$ cat config.mk
export PLATFORM = sky130hd
export DESIGN_NAME = frame_capture
export DESIGN_NICKNAME = d
export VERILOG_FILES = /design/src/rtl/frame_pkg.sv /design/src/rtl/frame_sync_edge.sv /design/src/rtl/frame_capture.sv
export SDC_FILE = /design/constraint.sdc
export NUM_CORES = 1
export LEC_CHECK = 0
export ABC_AREA = 0
export ABC_CLOCK_PERIOD_IN_PS = 4800
export BUFFER_PORTS_ARGS = -buffer_cell sky130_fd_sc_hd__buf_4
export CORE_ASPECT_RATIO = 0.9
export CORE_MARGIN = 1.5
export CORE_UTILIZATION = 40
export DETAILED_ROUTE_END_ITERATION = 6
export SLEW_MARGIN = 10
export SYNTH_ARGS = -nofsm -noshare
export SYNTH_HDL_FRONTEND = slang
export SYNTH_SLANG_ARGS = --single-unit
$ cat constraint.sdc
create_clock -name ti_clk -period 4.8 [get_ports ti_clk]
set_input_delay 0.96 -clock ti_clk [delete_from_list [all_inputs] [get_ports ti_clk]]
set_output_delay 0.96 -clock ti_clk [all_outputs]
set_load 0.05 [all_outputs]
$ cat src/rtl/frame_pkg.sv
// rtl/frame_pkg.sv - shared state encoding, widths and helpers for the frame capture block
package frame_pkg;

   localparam int BYTE_W_DEFAULT = 8;
   localparam int CNT_W          = 32;

   typedef enum logic [2:0] {
      ST_IDLE   = 3'd0,
      ST_ACTIVE = 3'd1,
      ST_GAP    = 3'd2,
      ST_DONE   = 3'd3,
      ST_ERR    = 3'd4
   } frame_state_e;

   // Counters stick at all-ones instead of wrapping.
   function automatic logic [CNT_W-1:0] sat_inc(input logic [CNT_W-1:0] v);
      return (v == {CNT_W{1'b1}}) ? v : v + 32'd1;
   endfunction

endpackage

$ cat src/rtl/frame_sync_edge.sv
// rtl/frame_sync_edge.sv - multi-flop synchronizer with rise/fall detection
module frame_sync_edge #(
   parameter int STAGES = 2
) (
   input  logic clk,
   input  logic rst,
   input  logic d_async,
   output logic d_sync,
   output logic rise,
   output logic fall
);

   logic [STAGES-1:0] sync_q, sync_d;
   logic              hist_q, hist_d;

   always_comb begin
      sync_d    = sync_q << 1;
      sync_d[0] = d_async;
      hist_d    = sync_q[STAGES-1];
   end

   always_ff @(posedge clk) begin
      if (rst) begin
         sync_q <= '0;
         hist_q <= 1'b0;
      end else begin
         sync_q <= sync_d;
         hist_q <= hist_d;
      end
   end

   assign d_sync = sync_q[STAGES-1];
   assign rise   = d_sync & ~hist_q;
   assign fall   = ~d_sync & hist_q;

endmodule

$ cat src/rtl/frame_capture.sv
// rtl/frame_capture.sv - captures serial bytes framed by FRAME/CCLK into a FIFO write stream
module frame_capture
   import frame_pkg::*;
#(
   parameter int SYNC_STAGES = 2,
   parameter int BYTE_W      = BYTE_W_DEFAULT
) (
   input  logic              ti_clk,
   input  logic              rst,
   input  logic [31:0]       reg_length,
   input  logic [31:0]       reg_delay,
   input  logic              FRAME,
   input  logic              CCLK,
   input  logic              SDATA,
   input  logic              fifo_full,
   output logic              wr_en,
   output logic [BYTE_W-1:0] din,
   output logic [31:0]       write_byte_count,
   output logic              frame_done,
   output logic              frame_err,
   output logic              busy
);

   localparam int               BIT_W    = $clog2(BYTE_W + 1);
   localparam logic [BIT_W-1:0] LAST_BIT = BIT_W'(BYTE_W - 1);

   frame_state_e state_q, state_d;

   logic frame_sync, frame_rise, frame_fall;
   logic cclk_rise, cclk_sync_unused, cclk_fall_unused;

   logic [SYNC_STAGES-1:0] sdata_q, sdata_d;
   logic                   sdata_sync;

   logic [BYTE_W-1:0] shift_q, shift_d;
   logic [BYTE_W-1:0] din_q, din_d;
   logic [BIT_W-1:0]  bit_cnt_q, bit_cnt_d;
   logic              byte_rdy_q, byte_rdy_d;
   logic              wr_pend_q, wr_pend_d;
   logic              wr_en_q, wr_en_d;
   logic [CNT_W-1:0]  wcount_q, wcount_d;
   logic [CNT_W-1:0]  col_bytes_q, col_bytes_d;
   logic [CNT_W-1:0]  col_cnt_q, col_cnt_d;
   logic [CNT_W-1:0]  len_q, len_d;
   logic [CNT_W-1:0]  delay_q, delay_d;
   logic              err_q, err_d;

   logic capture, byte_end, wr_go;

   frame_sync_edge #(.STAGES(SYNC_STAGES)) u_frame_sync (
      .clk     (ti_clk),
      .rst     (rst),
      .d_async (FRAME),
      .d_sync  (frame_sync),
      .rise    (frame_rise),
      .fall    (frame_fall)
   );

   frame_sync_edge #(.STAGES(SYNC_STAGES)) u_cclk_sync (
      .clk     (ti_clk),
      .rst     (rst),
      .d_async (CCLK),
      .d_sync  (cclk_sync_unused),
      .rise    (cclk_rise),
      .fall    (cclk_fall_unused)
   );

   assign sdata_sync = sdata_q[SYNC_STAGES-1];

   // frame_sync is already low on the fall cycle, so a coincident CCLK edge drops out here.
   assign capture  = (state_q == ST_ACTIVE) && frame_sync && cclk_rise;
   assign byte_end = capture && (bit_cnt_q == LAST_BIT);
   assign wr_go    = wr_pend_q && (state_q == ST_ACTIVE);

   always_ff @(posedge ti_clk) begin
      if (rst) state_q <= ST_IDLE;
      else     state_q <= state_d;
   end

   always_comb begin
      state_d = state_q;
      case (state_q)
         ST_IDLE: begin
            if (frame_rise)
               state_d = (reg_length == '0 || reg_delay == '0) ? ST_ERR : ST_ACTIVE;
         end
         ST_ACTIVE: begin
            if (frame_fall)
               state_d = (col_bytes_q == len_q && bit_cnt_q == '0) ? ST_GAP : ST_ERR;
            else if (col_bytes_q > len_q || (wr_go && fifo_full))
               state_d = ST_ERR;
         end
         ST_GAP: begin
            if (col_cnt_q == delay_q) state_d = ST_DONE;
            else if (frame_rise)      state_d = ST_ACTIVE;
         end
         ST_DONE: state_d = ST_IDLE;
         ST_ERR: begin
            if (!frame_sync) state_d = ST_IDLE;
         end
         default: state_d = ST_IDLE;
      endcase
   end

   always_comb begin
      busy       = (state_q != ST_IDLE);
      frame_done = (state_q == ST_DONE);
   end

   always_comb begin
      sdata_d     = sdata_q << 1;
      sdata_d[0]  = SDATA;
      shift_d     = shift_q;
      bit_cnt_d   = bit_cnt_q;
      din_d       = din_q;
      byte_rdy_d  = byte_end;
      wr_pend_d   = byte_rdy_q;
      wr_en_d     = wr_go && !fifo_full;
      wcount_d    = wcount_q;
      col_bytes_d = col_bytes_q;
      col_cnt_d   = col_cnt_q;
      len_d       = len_q;
      delay_d     = delay_q;
      err_d       = err_q || (state_d == ST_ERR);

      if (capture) begin
         shift_d   = {shift_q[BYTE_W-2:0], sdata_sync};
         bit_cnt_d = byte_end ? '0 : bit_cnt_q + 1'b1;
      end
      if (byte_rdy_q) din_d = shift_q;
      if (wr_en_d) begin
         wcount_d    = sat_inc(wcount_q);
         col_bytes_d = sat_inc(col_bytes_q);
      end

      if (state_q == ST_ACTIVE && state_d == ST_GAP)
         col_cnt_d = sat_inc(col_cnt_q);
      if (state_q != ST_ACTIVE && state_d == ST_ACTIVE) begin
         col_bytes_d = '0;
         bit_cnt_d   = '0;
         shift_d     = '0;
      end
      // Configuration is frozen for the whole frame at its first column.
      if (state_q == ST_IDLE && state_d == ST_ACTIVE) begin
         wcount_d  = '0;
         col_cnt_d = '0;
         len_d     = reg_length;
         delay_d   = reg_delay;
      end
   end

   always_ff @(posedge ti_clk) begin
      if (rst) begin
         sdata_q     <= '0;
         shift_q     <= '0;
         bit_cnt_q   <= '0;
         din_q       <= '0;
         byte_rdy_q  <= 1'b0;
         wr_pend_q   <= 1'b0;
         wr_en_q     <= 1'b0;
         wcount_q    <= '0;
         col_bytes_q <= '0;
         col_cnt_q   <= '0;
         len_q       <= '0;
         delay_q     <= '0;
         err_q       <= 1'b0;
      end else begin
         sdata_q     <= sdata_d;
         shift_q     <= shift_d;
         bit_cnt_q   <= bit_cnt_d;
         din_q       <= din_d;
         byte_rdy_q  <= byte_rdy_d;
         wr_pend_q   <= wr_pend_d;
         wr_en_q     <= wr_en_d;
         wcount_q    <= wcount_d;
         col_bytes_q <= col_bytes_d;
         col_cnt_q   <= col_cnt_d;
         len_q       <= len_d;
         delay_q     <= delay_d;
         err_q       <= err_d;
      end
   end

   assign wr_en            = wr_en_q;
   assign din              = din_q;
   assign write_byte_count = wcount_q;
   assign frame_err        = err_q;

endmodule

---- Yosys cells after proc, flatten, opt, wreduce, memory -nomap -nowiden ----
Index checks and enable logic that the tools add are counted.
Widths: inputs -> output; s select.
word-level totals
  flip-flop bits (word level) ............. 195
  input port bits ......................... 70
cells by class
  add/subtract/negate cells ............... 4
  order comparisons ....................... 1
  equality and inequality tests ........... 14
  multiplexer cells ....................... 10
  bitwise logic cells ..................... 9
  reductions and logical operators ........ 24
operators by type and width
  operator               number
  $add 32x1->32 const B  3
  $eq 32x32->1 const B   3
  $eq 32x32->1           2
  $logic_not 32->1       2
  $gt 32x32->1           1
  $mux 3                 8
  $pmux 3 s4             1
  $logic_and 1x1->1      10
  $eq 3x2->1 const B     3
  $eq 3x1->1 const B     2
  $eq 3x3->1 const B     2
  $not 1->1              6
  $reduce_and 2->1       3
  $add 4x1->4 const B    1
  $eq 4x3->1 const B     1
  $logic_not 4->1        1
  $mux 4                 1
  $reduce_or 2->1        2
  $and 1x1->1            3
  $logic_not 3->1        1
  $logic_or 1x1->1       3
  $ne 3x1->1 const B     1
  $reduce_bool 3->1      1
  $logic_not 1->1        1

---- Logic depth before layout (Yosys ltp) ----
  depth in word-level cells ............... 10
  gate-level depth with buffers ........... 10
  gate-level depth less buffers ........... 8

---- By module ----
A second synthesis with hierarchy kept.
unflattened totals
  cell total of the unflattened synthesis .. 1175
  area total of the unflattened synthesis .. 9524.1 um^2
modules (own cells, without submodules)
  module           instances  cells each  area an instance (um^2)  sequential area each (um^2)
  frame_capture    1          1159        9341.5                   3783.6
  frame_sync_edge  2          8           91.3                     60.1

---- Worst setup path before layout ----
OpenSTA, ideal clock, no wires.
  kind .................................... in2reg
  start ................................... input reg_length[13]
  end ..................................... register shift_q[0]
  arrival time ............................ 2576 ps
  data required time ...................... 4729 ps
  setup slack ............................. 2153 ps
  stages on the path ...................... 7
  buffers on the path ..................... 1
  path through ............................ nor4_1 > nand4_1 > o22a_1 > a21oi_1 > o31ai_1 > clkbuf_1 > a21oi_1
between the ends
  word-level cells in the longest chain between the ends .. 8
ends and longest elaborated chain
  element                    RTL line              RTL
  start: declaration         frame_capture.sv:10   input logic [31:0] reg_length,
  $logic_not 32->1           frame_capture.sv:85   state_d = (reg_length == '0 || reg_delay == '0) ? ST_ERR : ST_ACTIVE;
  $logic_or 1x1->1           frame_capture.sv:85
  $mux 3                     frame_capture.sv:85
  $mux 3                     frame_capture.sv:84   if (frame_rise)
  $pmux 3 s4                 frame_capture.sv:82   case (state_q)
  $eq 3x1->1                 frame_capture.sv:138  if (state_q != ST_ACTIVE && state_d == ST_ACTIVE) begin
  $logic_and 1x1->1          frame_capture.sv:138
  $reduce_or 2->1 (no line)  --
  end signal: assignment     frame_capture.sv:169  shift_q <= shift_d;
  end: declaration           frame_capture.sv:35   logic [BYTE_W-1:0] shift_q, shift_d;
Every way passes these cells.
A chain may end at the register's enable or synchronous reset.

---- Worst setup path after layout ----
  start ................................... register len_q[27]
  end ..................................... register col_cnt_q[21]
between the ends
  word-level cells in the longest chain between the ends .. 8
  elaborated cells on any way between the ends .. 14
  classes of those cells .................. order compare (1); eq/ne (3); mux (4); reduce/logical (6)
ends and longest elaborated chain
  element                                                        RTL line                                    RTL
  start: declaration                                             frame_capture.sv:44                         logic [CNT_W-1:0] len_q, len_d;
  start signal: assignment                                       frame_capture.sv:178                        len_q <= len_d;
  $gt 32x32->1 or $eq 32x32->1 (tied branches)                   frame_capture.sv:90, frame_capture.sv:89
  $logic_or 1x1->1 or $logic_and 1x1->1 (tied branches)          frame_capture.sv:90, frame_capture.sv:89
  $mux 3, on equally long branches                               frame_capture.sv:90, frame_capture.sv:89
  $mux 3 *                                                       frame_capture.sv:88                         if (frame_fall)
  $pmux 3 s4 *                                                   frame_capture.sv:82
  $eq 3x2->1 or $eq 3x1->1 (tied branches)                       frame_capture.sv:136, frame_capture.sv:144
  $logic_and 1x1->1, on equally long branches                    frame_capture.sv:136, frame_capture.sv:144
  $reduce_and 2->1 (no line) or $reduce_or 2->1 (tied branches)  --
  end signal: assignment                                         frame_capture.sv:177                        col_cnt_q <= col_cnt_d;
  end: declaration                                               frame_capture.sv:43                         logic [CNT_W-1:0] col_cnt_q, col_cnt_d;
Every way passes the cells marked *; elsewhere a longest branch is shown, timed or not.

==> flow_summary.yaml <==
floorplanning:
  floorplan.initialDensity_pct: 41.0
  die_width_um: 167
  chipHeight_um: 150
  floorplan.core_area_um2: 23500
  top_level_ports: 114
  die_area_um2: 25000
  rows: 53
cts:
  cts-root-to-sink-buffers: 2
  post_cts_hold_buffer_count: 0
  cts_made_buffers: 17
  cts_setup_buffers: 0
  clk_root_buffer_cell: "clkbuf_16"
  post_cts_resized: 0
  register_clock_pin_slew_on_the_reported_worst_setup_and_hold_paths_ns: 0.07
  htreeDepth: 4
  clkLatencyLatePin_ns: 0.44
  tritoncts: "done"
  cts.sinks: 195
setup_path:
  worst_r2r_startpoint: "len_q[27]$_SDFFE_PP0P_"
  kind_of_capture_point_of_the_worst_setup_path: "flop"
  ff2ff_setup_slack_ns: 1.54
  cp_data_required_time_ns: 5.18
  critical_path_class: "flop to flop"
  arrival_ns: 3.64
  crit_path_start: "len_q[27]$_SDFFE_PP0P_"
  crit_fanout: 16
  timing.critical_path.from_type: "flop"
route:
  route.final.wire_length_um: 23900
  drt_pre_antenna_iters: 6
  routed_via_density: 5.24
  count_of_vias_placed_by_the_detailed_router: 7957
  drcViolationCount: 10
  drtIter0Drc: 591
  wire_per_inst_um: 15.8
  ant_nets: 0
global_routing:
  aggregate_global_route_resource_usage_pct: 19.5
  pin_count_of_the_biggest_net_entering_global_routing: 66
  wire_length_of_the_first_global_routing_pass_um: 38800
  globalRouteOverflowTotal: 0
  via_count_of_the_first_global_routing_pass: 7378
  antenna_violations_before_repair: 0
finish:
  final_nets: 1310
  antenna-diode-count: 0
  layout-area-overhead-vs-synth_pct: 17.7
  final_design_area_no_fill_um2: 11300
  drive_gt1_share_pct: 14.2
logic_synthesis:
  synth_top_cell_by_area: "dfxtp_1"
  synth-edff-count: 0
  register_bit_count_reported_by_yosys: 195
  leading_cell_type_by_number_of_instances_after_synthesis: "dfxtp_1"
  mappedNetlistNets: 1218
  synthTopCellsByCount: "195 x dfxtp_1, 182 x nor2_1, 75 x mux2i_1, 72 x nand2_1, 60 x xor2_1"
  synth_top_family_by_area: "simple AND/OR/NAND/NOR gates"
  postSynthAreaPerCell_um2: 8.66
  synthesis.yosys.warnings: 0
  synth_xor_xnor_area_share_pct: 9.74
  synth_largest_type_area_fraction_pct: 40.6
  synth.mux.area_fraction_pct: 7.92
  synth-compound-area-share_pct: 5.73
  yosysSeqAreaShare_pct: 40.6
  synthesis.instances: 1111
  area_of_the_mapped_netlist_um2: 9630
  synthAdderAreaFrac_pct: 4.81
  fraction_of_registers_with_async_set_or_reset_after_synthesis_pct: 0
  ys.flop_type: "dfxtp_1"
  simple_gate_area_share_of_the_yosys_netlist_pct: 27.3
  ys_top_cells_by_area: "dfxtp_1 41%, mux2i_1 7.8%, nor2_1 7.1%, xor2_1 5.5%, ha_1 4.8%"
  post_synth_num_cell_types: 62
timing:
  rsz_0062_raised_after_global_routing: "false"
  totalNegativeSetupSlack_ns: 0
  finalCriticalPeriod_ns: 3.26
  clock-skew-final_ns: 0.0151
  setup_violations: 0
  maxClockFrequency_mhz: 306
  slew_viol_final: 0
  worst-slew-pin-transition_ns: 0.949
  timing.slew.headroom_pct: 36.6
  finalHoldViolations: 0
  post-route-period-util_pct: 68.0
power_and_ir_drop:
  vdd.ir_drop.worst_mv: 0.210
  leakage_nw: 4.72
  pwr_density_cell_nw_per_um2: 293
worst_hold_path:
  hp-start: "sdata_q[1]$_SDFF_PP0_"
  hp-class: "flop to flop"
status:
  run_status: "finished with violations"
  violations: "design-rule violations"
place:
  dpl.hpwl_um: 17600
  gp_congestion: 0.821
  dpl-instance-area_um2: 10700
  port-buffer-count: 113
job:
  max-cap-violations: 0
[layer usage]
layer  track usage (%)  vias to the layer above  wire length (um)
met5                 0                        -                 0
met4              5.50                        0               282
met3              2.73                       18               916
met2              29.5                      150              9870
met1              28.9                     3724             12800
li1                  -                     4065                 -
[flip-flops by register name, indices dropped and copies added, names as in the netlist, 2 cells and up]
signal,flops
len_q,32
din,8
u_frame_sync.sync_q,2
col_bytes_q,32
state_q,3
u_cclk_sync.sync_q,2
col_cnt_q,32
write_byte_count,32
shift_q,8
sdata_q,2
bit_cnt_q,4
delay_q,32
[through the flow]
stage          setup WS, ns  hold slack (ns)  instances  power, mW  util (%)
4_1_cts                1.52            0.442       1518       3.35      48.3
3_3_place_gp           1.23            0.421       1486       1.93      45.8
3_5_place_dp           1.16            0.425       1486       1.93      45.8
5_1_grt                1.31            0.460       1518       3.44      48.3
2_1_floorplan          2.15            0.414       1111       1.82         -
6_report               1.54            0.441       1518       3.32      48.3
[cells in the final DEF, fill, tap and decap left out, types with 12 or more instances in the layout]
cell | synthesis | final
inv_1 | 50 | 50
dfxtp_1 | 195 | 195
nand4_1 | 47 | 47
nor3_1 | 27 | 27
nand2_1 | 72 | 72
and3_1 | 19 | 19
or3_1 | 20 | 20
nor2b_1 | 12 | 12
a21oi_1 | 38 | 38
and4_1 | 12 | 12
ha_1 | 37 | 37
xnor2_1 | 47 | 47
o21ai_0 | 16 | 16
mux2i_1 | 75 | 75
clkbuf_16 | 0 | 17
nand3_1 | 38 | 38
buf_4 | 0 | 117
xor2_1 | 60 | 60
nor2_1 | 182 | 182
nor4_1 | 37 | 37
[power breakdown]
group / switching (mW) / internal, mW / total, mW
Sequential: 0.0168 / 1.64 / 1.66
Clock: 0.659 / 0.767 / 1.43
Combinational: 0.134 / 0.101 / 0.235
Total: 0.810 / 2.51 / 3.32
[critical path, cell delays in order (launching register included)]
cell     delay (ns)
dfxtp_1        0.38
inv_1          0.07
ha_1           0.31
nand4_1        0.21
nor4_2         0.55
nand3_2        0.44
or3_1          0.65
or4_1          0.51
nand2_1        0.07
[worst paths after layout]
| path | end | depth (start not counted) |
|---|---|---|
| max reg2reg | col_cnt_q[21]$_SDFFE_PP0P_ | 8 |
| max | col_cnt_q[21]$_SDFFE_PP0P_ | 8 |
| min | shift_q[0]$_SDFFE_PP0P_ | 2 |
| min reg2reg | shift_q[0]$_SDFFE_PP0P_ | 2 |
[cell families after synthesis]
kind of cell / after synthesis
compound gates: 88
xor+xnor: 107
fa+ha+maj: 37
buf+inv: 95
flops: 195
mux: 76
simple gates: 513
[final cells by class]
| class | instances | area, um2 |
|---|---|---|
| clock buffer | 20 | 467 |
| tap | 302 | 378 |
| clock inverter | 12 | 121 |
| multi-input combinational | 821 | 5380 |
| inverter | 50 | 188 |
| fill | 2334 | 12100 |
| timing repair buffer | 118 | 898 |
| sequential | 195 | 3900 |
No activity file was read; power rests on OpenSTA's default activity.
